$ cat src/rtl/enc_16_4_seq.sv
// enc_16_4_seq: sequential 16-to-4 encoder.
// Accepts a 16-bit request vector over valid/ready and emits the 4-bit index
// of every set bit, one per output beat, lowest-first or highest-first.
// An all-zero vector produces a single beat flagged with out_none.
module enc_16_4_seq #(
  parameter int LSB_FIRST = 1
) (
  input  logic        clk,
  input  logic        rst_n,
  input  logic        in_valid,
  output logic        in_ready,
  input  logic [15:0] in_vec,
  output logic        out_valid,
  input  logic        out_ready,
  output logic [3:0]  out_idx,
  output logic        out_last,
  output logic        out_none,
  output logic        busy
);

  typedef enum logic [1:0] {
    IDLE  = 2'd0,
    EMIT  = 2'd1,
    EMPTY = 2'd2
  } state_t;

  state_t      state_reg, state_next;
  logic [15:0] pending_reg, pending_next;
  logic [15:0] clr_mask;
  logic [3:0]  enc_idx;
  logic        one_hot;

  // Priority encoder over the pending bits; direction chosen by LSB_FIRST.
  // The later match in each loop wins, so the scan order picks the priority.
  always_comb begin
    enc_idx = 4'd0;
    if (LSB_FIRST != 0) begin
      for (int i = 15; i >= 0; i--) begin
        if (pending_reg[i]) enc_idx = 4'(i);
      end
    end else begin
      for (int i = 0; i < 16; i++) begin
        if (pending_reg[i]) enc_idx = 4'(i);
      end
    end
  end

  // Exactly one bit left means the current beat is the final one.
  assign one_hot = (pending_reg != 16'd0) &&
                   ((pending_reg & (pending_reg - 16'd1)) == 16'd0);

  // One-hot mask of the bit retired by the current beat.
  generate
    for (genvar gi = 0; gi < 16; gi++) begin : g_clr
      assign clr_mask[gi] = (enc_idx == 4'(gi));
    end
  endgenerate

  // State and pending registers; reset discards any partially emitted vector.
  always_ff @(posedge clk or negedge rst_n) begin
    if (!rst_n) begin
      state_reg   <= IDLE;
      pending_reg <= 16'd0;
    end else begin
      state_reg   <= state_next;
      pending_reg <= pending_next;
    end
  end

  // Next-state and pending update from the handshakes.
  always_comb begin
    state_next   = state_reg;
    pending_next = pending_reg;
    case (state_reg)
      IDLE: begin
        if (in_valid) begin
          pending_next = in_vec;
          state_next   = (in_vec != 16'd0) ? EMIT : EMPTY;
        end
      end
      EMIT: begin
        if (out_ready) begin
          pending_next = pending_reg & ~clr_mask;
          if (one_hot) state_next = IDLE;
        end
      end
      EMPTY: begin
        if (out_ready) state_next = IDLE;
      end
      default: begin
        state_next   = IDLE;
        pending_next = 16'd0;
      end
    endcase
  end

  // Outputs decode only from registered state, so a stalled beat stays stable.
  always_comb begin
    in_ready  = 1'b0;
    out_valid = 1'b0;
    out_idx   = 4'd0;
    out_last  = 1'b0;
    out_none  = 1'b0;
    busy      = (state_reg != IDLE);
    case (state_reg)
      IDLE: begin
        // Held off while reset is asserted so nothing looks acceptable then.
        in_ready = rst_n;
      end
      EMIT: begin
        out_valid = 1'b1;
        out_idx   = enc_idx;
        out_last  = one_hot;
      end
      EMPTY: begin
        out_valid = 1'b1;
        out_last  = 1'b1;
        out_none  = 1'b1;
      end
      default: begin
        out_valid = 1'b0;
      end
    endcase
  end

endmodule

$ cat config.mk
export PLATFORM = sky130hd
export DESIGN_NAME = enc_16_4_seq
export DESIGN_NICKNAME = d
export VERILOG_FILES = /design/src/rtl/enc_16_4_seq.sv
export SDC_FILE = /design/constraint.sdc
export NUM_CORES = 1
export LEC_CHECK = 0
export CAP_MARGIN = 25
export CORE_MARGIN = 1
export CORE_UTILIZATION = 40
export CTS_CLUSTER_DIAMETER = 40
export DETAILED_ROUTE_END_ITERATION = 10
export PLACE_DENSITY = 0.62
export SETUP_SLACK_MARGIN = 0.15
export SLEW_MARGIN = 10
export SYNTH_ARGS = -nofsm -noshare
export SYNTH_HDL_FRONTEND = slang
export SYNTH_SLANG_ARGS = --single-unit
$ cat constraint.sdc
create_clock -name clk -period 3.2 [get_ports clk]
set_input_delay 0.64 -clock clk [delete_from_list [all_inputs] [get_ports clk]]
set_output_delay 0.64 -clock clk [all_outputs]
set_load 0.05 [all_outputs]
==> flow_summary_export.csv <==
group,metric,value,unit
setup_path,crit_type,"reg2out",
pwr,p_per_area,1100,nW/um^2
die,die_area,3710,sq um
die,start_util,41.5,%
routing,ant_nets,0,
layout,largest_reg_flops,16,
synthesis,postSynthAreaPerCell,8.45,sq um
setup_path,crit_arrival,2.78,ns
cts,htreeDepth,1,
synthesis,synth_fa_ha_area_share,2.71,%
timing,finalSetupViolations,1,
global_route,grt_max_degree,19,
global_route,grt_pass1_wl,7.20,mm
routing,dr.pass1.iters,5,
synthesis,syn_area,1390,sq um
synthesis,yosys.area.top_type,"dfrtp_1",
synthesis,synth_top_family_by_area,"compound AO/OA/AOI/OAI gates",
cts,clock-root-buffer,"clkbuf_4",
die,die_w,60.9,microns
die,ios,29,
cts,cts_tree,"yes",
routing,dr.first_iter.drc_count,117,
synthesis,synthArstFlopShare,100,%
synthesis,ys_seq_area_share,32.5,%
timing,worst_slew_pin_slew,0.544,ns
place,gp_congestion,0.901,
timing,hold_viol,0,
cts,cts_hold_buf,0,
place,port_buffers,28,
min_path,hp-class,"reg2reg",
routing,wirelength,4.40,mm
synthesis,synthMuxAreaShare,1.53,%
cts,postCtsSetupRepairBufs,0,
global_route,gr-usage-all-layers,26.8,%
status,violations,"negative setup slack",
synthesis,synth-xor-area-share,0,%
routing,wl_per_cell,17.8,microns
timing,grt_setup_unrepaired,"true",
die,core_area,3340,sq um
timing,hold_slack,0.538,ns
synthesis,yosys.area_share.simple,26.5,%
timing,relSlewSlack,63.4,%
cts,clockBufferDepth,2,
synthesis,ys_ff_latch,18,
setup_path,endpoint_kind,"output port",
place,placed_cell_area,1820,sq um
synthesis,synth_area_leaders,"dfrtp_1 32%, a32o_1 5.8%, nand2_1 4.3%",
pwr,ir_drop,0.493,mV
layout,design_area,1870,sq um
synthesis,synth_edf_count,0,
routing,vias,1492,
pwr,p_leak,0.761,nW
layout,synthToLayoutAreaGrowth,34.9,%
status,status,"finished, violations left",
die,num_rows,21,
synthesis,synth.distinct_cells,48,
synthesis,syn-num-nets,187,
cts,insertion_delay,0.30,ns
global_route,first_global_vias,1442,
die,die_h,60.9,microns
synthesis,ys_warn_count,0,
synthesis,yosys_most_used_dff,"dfrtp_1",
cts,cts_buffers,3,
timing,drv_slew,0,
cts,cts.sinks,18,
timing,setup_ws,-0.217,ns
routing,viasPerCell,6.02,
layout,diodes,0,
routing,drcViolationCount,0,
synthesis,yosysTopAreaCellShare,32.5,%
synthesis,synthCells,164,
global_route,grt_overflow,0,
layout,nFillCells,321,
cts,path_clk_slew,0.11,ns
layout,final_common_cell,"buf_4",
layout,final_util,56.1,%
layout,drive_gt1_share,20.8,%
setup_path,critical_path_peak_fanout,4,
timing,fin_skew,0.00143,ns
synthesis,synth_compound_area_share,28.9,%
layout,layout.nets,226,
setup_path,critical_path_required,2.56,ns
setup_path,cp-start-kind,"flop",
layout,layout_common_cells,"23 x buf_4, 22 x clkdlybuf4s50_1, 18 x dfrtp_1",
pwr,power,2.06,mW
place,dp_hpwl,3.39,mm
timing,fmax,293,MHz
job,maxCapViolCount,0,
global_route,antenna_found_initial,0,
timing,period_share,107,%
timing,min_period,3.42,ns
[final timing paths]
| path | from | endpoint | slack, ns | cells after the start |
|---|---|---|---|---|
| worst max-delay path | pending_reg[7] | out_last | -0.22 | 7 |
| worst min-delay path | state_reg[1] | state_reg[1] | 0.54 | 1 |
| worst max register to register | pending_reg[7] | state_reg[1] | 0.66 | 6 |
| worst min register to register | state_reg[1] | state_reg[1] | 0.54 | 1 |
| max in group asynchronous | rst_n | pending_reg[0] | 2.24 | 2 |
| min in group asynchronous | rst_n | pending_reg[7] | 0.75 | 2 |
[power breakdown]
part           switching (mW)  internal [mW]  total [mW]
sequential              0.105          0.333       0.438
combinational           0.878          0.602        1.48
clock                  0.0760         0.0694       0.145
total                    1.06           1.00        2.06
[cell usage after synthesis, types with 2 or more instances]
cell      number
a21oi_1        3
a32o_1         8
nor4_1         9
nor2_1        13
a211oi_1       2
a22oi_1        4
nand3_1        7
ha_1           3
a22o_1         3
nor3_1         4
clkbuf_1      10
and2_1         2
o22ai_1        3
or4_1          3
or3_1          2
a21o_1         2
o21ai_0        3
nand2_1       16
nand4_1        2
or4_4          2
dfrtp_1       18
nor2b_1        3
o211ai_1       4
buf_6          2
o32ai_1        3
inv_1         11
[per-layer routing]
layer	global-route usage (%)	up-vias	share of wire [%]
met5	0	-	0
met3	4.26	4	9.1
met4	9.74	0	0.75
li1	-	706	-
met1	37.6	699	43
met2	41.8	83	47
[worst max-delay path, stage by stage (launching register included)]
cell	delay (ns)
dfrtp_1	0.40
or4_4	0.57
o41ai_2	0.28
o211ai_1	0.12
or4b_4	0.53
or2_4	0.28
a21boi_4	0.15
buf_12	0.15
[kinds of logic (layout without fill, tap and decap cells)]
family,after synthesis,after routing
simple gates,69,69
compound gates,48,48
flops,18,18
mux,2,2
buf+inv,24,62
fa+ha+maj,3,3
[layout make-up]
class	instances	area [sq um]	share of cell area [%]
Tap cell	46	57.6	3.08
Clock buffer	4	36.3	1.94
Inverter	11	41.3	2.21
Timing Repair Buffer	47	433	23.1
Sequential cell	18	450	24.1
Multi-Input combinational cell	122	852	45.6
[timing repair]
item,in CTS,in global routing
gates resized for setup,3,1
pin swaps,0,0
endpoints found under the setup margin,2,2
[per-stage QoR]
step                instances  worst slack (ns)  setup TNS (ns)
detailed placement        244            0.0935               0
global route              248            -0.298          -0.298
floorplan                 164          -0.00758        -0.00758
CTS                       248            -0.236          -0.236
finish                    248            -0.217          -0.217
global placement          244             0.117               0
No activity file was read; power rests on OpenSTA's default activity.
